**config.mk**
```make
export PLATFORM = sky130hd
export DESIGN_NAME = lsu_pass_ctrl
export DESIGN_NICKNAME = d
export VERILOG_FILES = /design/src/rtl/lsu_pass_ctrl.sv
export SDC_FILE = /design/constraint.sdc
export NUM_CORES = 1
export LEC_CHECK = 0
export CORE_ASPECT_RATIO = 1.75
export CORE_MARGIN = 10
export CORE_UTILIZATION = 58
export CTS_CLUSTER_SIZE = 12
export DETAILED_ROUTE_END_ITERATION = 10
export PLACE_DENSITY = 0.8
export SLEW_MARGIN = 30
export SYNTH_ARGS = -nofsm -noshare
export SYNTH_HDL_FRONTEND = slang
export SYNTH_SLANG_ARGS = --single-unit
```
**constraint.sdc**
```tcl
create_clock -name clk -period 2.4 [get_ports clk]
set_clock_uncertainty 0.2 [all_clocks]
set_input_delay 0.24 -clock clk [delete_from_list [all_inputs] [get_ports clk]]
set_output_delay 0.24 -clock clk [all_outputs]
set_load 0.02 [all_outputs]
```
**src/rtl/lsu_pass_ctrl.sv**
```systemverilog
// Pass sequencer for the LSU frame buffer: load one frame, run num_iters
// read-modify-write passes through the pixel pipeline, then stream the frame out.
module lsu_pass_ctrl #(
    parameter int PIXELS_PER_BEAT = 16,
    parameter int IMAGE_DIM       = 512,
    parameter int PIPE_LATENCY    = 4,
    parameter int ITER_WIDTH      = 8
) (
    input  logic                  clk,
    input  logic                  areset,
    input  logic                  start,
    input  logic [ITER_WIDTH-1:0] num_iters,
    output logic                  busy,
    output logic                  done,
    output logic [ITER_WIDTH-1:0] pass_idx,
    input  logic                  s_valid,
    output logic                  s_ready,
    output logic                  wr_sel,
    output logic                  lsu_read_enable,
    output logic                  lsu_write_enable,
    output logic                  m_valid,
    input  logic                  m_ready,
    output logic                  m_last
);

    localparam int BEATS = IMAGE_DIM * IMAGE_DIM / PIXELS_PER_BEAT;
    localparam int CNT_W = $clog2(BEATS) + 1;
    localparam logic [CNT_W-1:0] BEATS_C = CNT_W'(BEATS);
    localparam logic [CNT_W-1:0] LAST_C  = CNT_W'(BEATS - 1);
    localparam logic [CNT_W-1:0] ONE_C   = CNT_W'(1);
    localparam logic [ITER_WIDTH-1:0] ITER_ONE = ITER_WIDTH'(1);

    typedef enum logic [2:0] {
        IDLE,
        LOAD,
        ITER,
        OUT,
        DONE
    } state_t;

    state_t                  state_reg;
    logic [ITER_WIDTH-1:0]   iters_left_reg;
    logic [ITER_WIDTH-1:0]   pass_idx_reg;
    logic [CNT_W-1:0]        rd_cnt_reg;
    logic [CNT_W-1:0]        wr_cnt_reg;
    logic [PIPE_LATENCY-1:0] vld_sr_reg;
    logic [PIPE_LATENCY-1:0] vld_sr_next;
    logic                    m_valid_reg;

    logic rd_room;
    logic iter_rd;
    logic out_rd;
    logic load_wr;
    logic iter_wr;
    logic wr_last;
    logic last_beat;
    logic out_hs;

    assign rd_room   = (rd_cnt_reg < BEATS_C);
    assign iter_rd   = (state_reg == ITER) && rd_room;
    // Only advance the output read when the held beat is free or being consumed.
    assign out_rd    = (state_reg == OUT) && rd_room && (!m_valid_reg || m_ready);
    assign load_wr   = (state_reg == LOAD) && s_valid;
    assign iter_wr   = (state_reg == ITER) && vld_sr_reg[PIPE_LATENCY-1];
    assign wr_last   = (wr_cnt_reg == LAST_C);
    assign last_beat = m_valid_reg && (rd_cnt_reg == BEATS_C);
    assign out_hs    = (state_reg == OUT) && m_valid_reg && m_ready && last_beat;

    // Valid tracker mirroring the pipeline: stage 0 takes the ITER read strobe.
    generate
        for (genvar gi = 0; gi < PIPE_LATENCY; gi++) begin : g_vld
            if (gi == 0) begin : g_head
                assign vld_sr_next[gi] = iter_rd;
            end else begin : g_body
                assign vld_sr_next[gi] = vld_sr_reg[gi-1];
            end
        end
    endgenerate

    always_ff @(posedge clk or posedge areset) begin
        if (areset) begin
            vld_sr_reg <= '0;
        end else begin
            vld_sr_reg <= vld_sr_next;
        end
    end

    always_ff @(posedge clk or posedge areset) begin
        if (areset) begin
            state_reg      <= IDLE;
            iters_left_reg <= '0;
            pass_idx_reg   <= '0;
            rd_cnt_reg     <= '0;
            wr_cnt_reg     <= '0;
            m_valid_reg    <= 1'b0;
        end else begin
            case (state_reg)
                IDLE: begin
                    if (start) begin
                        iters_left_reg <= num_iters;
                        pass_idx_reg   <= '0;
                        rd_cnt_reg     <= '0;
                        wr_cnt_reg     <= '0;
                        m_valid_reg    <= 1'b0;
                        state_reg      <= LOAD;
                    end
                end
                LOAD: begin
                    if (s_valid) begin
                        if (wr_last) begin
                            wr_cnt_reg <= '0;
                            rd_cnt_reg <= '0;
                            state_reg  <= (iters_left_reg != '0) ? ITER : OUT;
                        end else begin
                            wr_cnt_reg <= wr_cnt_reg + ONE_C;
                        end
                    end
                end
                ITER: begin
                    if (iter_rd) begin
                        rd_cnt_reg <= rd_cnt_reg + ONE_C;
                    end
                    // The BEATS-th write closes the pass; all reads are long done by then.
                    if (iter_wr) begin
                        if (wr_last) begin
                            wr_cnt_reg     <= '0;
                            rd_cnt_reg     <= '0;
                            iters_left_reg <= iters_left_reg - ITER_ONE;
                            pass_idx_reg   <= pass_idx_reg + ITER_ONE;
                            state_reg      <= (iters_left_reg > ITER_ONE) ? ITER : OUT;
                        end else begin
                            wr_cnt_reg <= wr_cnt_reg + ONE_C;
                        end
                    end
                end
                OUT: begin
                    if (out_rd) begin
                        rd_cnt_reg  <= rd_cnt_reg + ONE_C;
                        m_valid_reg <= 1'b1;
                    end else if (m_ready) begin
                        m_valid_reg <= 1'b0;
                    end
                    if (out_hs) begin
                        rd_cnt_reg  <= '0;
                        m_valid_reg <= 1'b0;
                        state_reg   <= DONE;
                    end
                end
                DONE: begin
                    state_reg <= IDLE;
                end
                default: begin
                    state_reg <= IDLE;
                end
            endcase
        end
    end

    assign busy             = (state_reg == LOAD) || (state_reg == ITER) || (state_reg == OUT);
    assign done             = (state_reg == DONE);
    assign s_ready          = (state_reg == LOAD);
    assign wr_sel           = (state_reg == ITER);
    assign lsu_read_enable  = iter_rd || out_rd;
    assign lsu_write_enable = load_wr || iter_wr;
    assign m_valid          = m_valid_reg;
    assign m_last           = last_beat;
    assign pass_idx         = pass_idx_reg;

endmodule

```
==> results.py <==
metrics = {
    "setup_path": {
        "end_kind": "flop",
        "worstReg2RegEnd": "rd_cnt_reg[14]",
        "worst_r2r_path_depth": 8,
        "r2r_slack_ps": 100,
        "crit_required_ps": 2390,
        "crit_fanout": 4,
        "arrival_ps": 2290,
        "crit_type": "reg -> reg",
        "critPathLaunchType": "flop",
        "rr_startpoint": "rd_cnt_reg[0]",
    },
    "routing": {
        "first_pass_iters": 4,
        "routed_wl_um": 8250,
        "num_vias": 3036,
        "drc": 0,
        "drt-initial-drc-count": 198,
        "wl_per_cell_um": 17.0,
        "vias_per_cell": 6.25,
        "ant_nets": 0,
    },
    "grt": {
        "grt_max_degree": 28,
        "grt_pass1_wl_um": 13800,
        "grt_pass1_vias": 2933,
        "antenna_found_initial": 0,
        "track_usage_pct": 17.8,
        "gr-total-overflow": 0,
    },
    "synth": {
        "synth_area_um2": 3230,
        "synthArstFlopShare_pct": 100,
        "avgSynthCellArea_um2": 8.85,
        "yosys_register_bits": 54,
        "syn_inst": 365,
        "ys_types": 55,
        "syn_nets": 385,
        "ys.warnings.count": 0,
        "synth_seq_area_share_pct": 41.8,
        "synth_edf_count": 0,
        "synth_ff_type": "dfrtp_1",
    },
    "placed_design": {
        "place_hpwl_um": 6000,
        "place_congestion": 0.897,
        "io_buffers": 28,
    },
    "cts": {
        "cts_tree": "done",
        "h-tree-depth": 2,
        "cts_hold_buf": 0,
        "cts-root-buf": "clkbuf_8",
        "clockBufferDepth": 2,
        "clk_pin_slew_ps": 100,
        "clock_sinks": 54,
        "cts_inserted_buffers": 5,
        "clk_latency_ps": 310,
    },
    "power_and_ir_drop": {
        "p_total_mw": 2.71,
        "power.density_nw_per_um2": 694,
        "peakVddDrop_v": 0.000325,
        "p_leak_nw": 1.64,
    },
    "job": {
        "maxCapViolations": 0,
    },
    "layout": {
        "layout-drive-gt1-share_pct": 13.6,
        "area_growth_syn_to_layout_pct": 21.1,
        "nNetsFinal": 431,
        "antenna_cells": 0,
    },
    "min_path": {
        "hold_path_class": "in -> async",
    },
    "die": {
        "start_util_pct": 60.4,
        "io_pins": 29,
        "core-area_um2": 5340,
        "dieArea_um2": 9070,
        "die_h_um": 119,
        "die_w_um": 76.4,
        "fp-row-count": 35,
    },
    "timing": {
        "rsz0062_at_grt": "false",
        "layout_min_cycle_time_ps": 2300,
        "relSlewSlack_pct": 62.1,
        "drv_slew": 0,
        "fmax_ghz": 0.434,
        "fin_hold_ws_ps": 95.6,
        "period_share_pct": 96.0,
        "setup_viol": 0,
        "worst_pin_slew_ps": 567,
        "hold_violations": 0,
    },
    "status": {
        "status": "finished, final reports clean",
    },
}
## layer usage
| metal | vias to the layer above | track usage, % | share of wire (%) |
|---|---|---|---|
| met5 | - | 0 | 0 |
| met4 | 0 | 6.78 | 1.4 |
| met3 | 8 | 2.81 | 4.3 |
| met2 | 104 | 32.6 | 53 |
| met1 | 1472 | 20.0 | 41 |
| li1 | 1452 | - | - |
## metrics by stage
stage	util, %	cells	setup slack [ps]	area [µm²]	setup TNS (ps)
after floorplan	-	365	112	3230	0
after global placement	70.4	475	-50.9	3760	-50.9
after detailed placement	70.4	475	-42.8	3760	-42.8
after CTS	72.6	483	55.6	3880	0
after global routing	73.2	486	10.7	3910	0
final	73.2	486	95.7	3910	0
## power breakdown
group	internal, mW	switching (mW)
logic	0.411	0.557
clock network	0.344	0.308
registers	1.00	0.0914
## Yosys cell counts, types with 3 or more instances
cell type  number  share of area, %
nor4b_1         3              0.81
nand2_1        20               2.3
nand4_1         9               1.7
o31ai_1         9               2.1
a21oi_1        13               2.0
or3_1           4              0.77
nor3b_1         3              0.70
nand3_1        14               2.2
nor4_1         15               2.9
clkbuf_1       18               2.1
or4_1           3              0.70
nor2_1         39               4.5
buf_2           3              0.46
nor2b_1         5              0.97
nand2b_1        6               1.2
or2_2           3              0.58
dfrtp_1        54                42
nand3b_1        4              0.93
a22oi_1         3              0.70
a41oi_1        13               3.5
xnor2_1        12               3.3
and3_1          4              0.77
ha_1            7               2.7
a31oi_1         6               1.2
and4_1          4               1.1
nor3_1          7               1.1
o21ai_0        36               5.6
a22o_1          4               1.1
inv_1          10               1.2
buf_1           3              0.35
## worst max-delay path: stages, from the launching register on
cell and delay [ps]:
dfrtp_1 420, inv_1 90, ha_1 180, nor4b_1 330
and4_1 300, o31a_1 220, buf_4 140, nand2_1 60
a22o_1 240
## repair_timing
item / 4_1_cts / 5_1_grt
endpoints found under the hold margin: 0 / 0
resized for setup: 5 / 3
setup buffers: 0 / 3
pin swaps: 0 / 1
setup endpoints to repair: 5 / 13
## cell families after synthesis
logic type | synth area share [%]
AOI/OAI and AO/OA | 20.2
DFF | 41.8
buffers and inverters | 4.07
and+or+nand+nor | 26.4
muxes | 0.969
adders and majority gates | 2.71
xor gates and xnor gates | 3.80
## how the worst max path moves through the flow
stage | startpoint | end | slack [ps] | cells past startpoint
6_report | rd_cnt_reg[0] | rd_cnt_reg[14] | 100 | 8
5_1_grt | rd_cnt_reg[0] | m_last | 10 | 5
4_1_cts | rd_cnt_reg[0] | rd_cnt_reg[7] | 60 | 8
3_5_place_dp | m_ready | lsu_read_enable | -40 | 4
3_3_place_gp | m_ready | lsu_read_enable | -50 | 4
2_1_floorplan | state_reg[0] | lsu_write_enable | 110 | 6
## placed cells by master (no fill, tap or decap), types with 12 or more instances in the layout
cell,synthesis,layout
clkdlybuf4s50_1,0,23
a41oi_1,13,13
buf_4,0,34
nand2_1,20,20
o21ai_0,36,36
dfrtp_1,54,54
xnor2_1,12,12
nand3_1,14,13
a21oi_1,13,13
nor2_1,39,39
nor4_1,15,15
## layout make-up
class / instances / area, µm²
Clock buffer: 6 / 82.6
Clock inverter: 2 / 38.8
Fill cell: 413 / 1430
Inverter: 10 / 37.5
Multi-Input combinational cell: 277 / 1760
Sequential cell: 54 / 1350
Tap cell: 74 / 92.6
Timing Repair Buffer: 63 / 551
No activity file was read; power rests on OpenSTA's default activity.
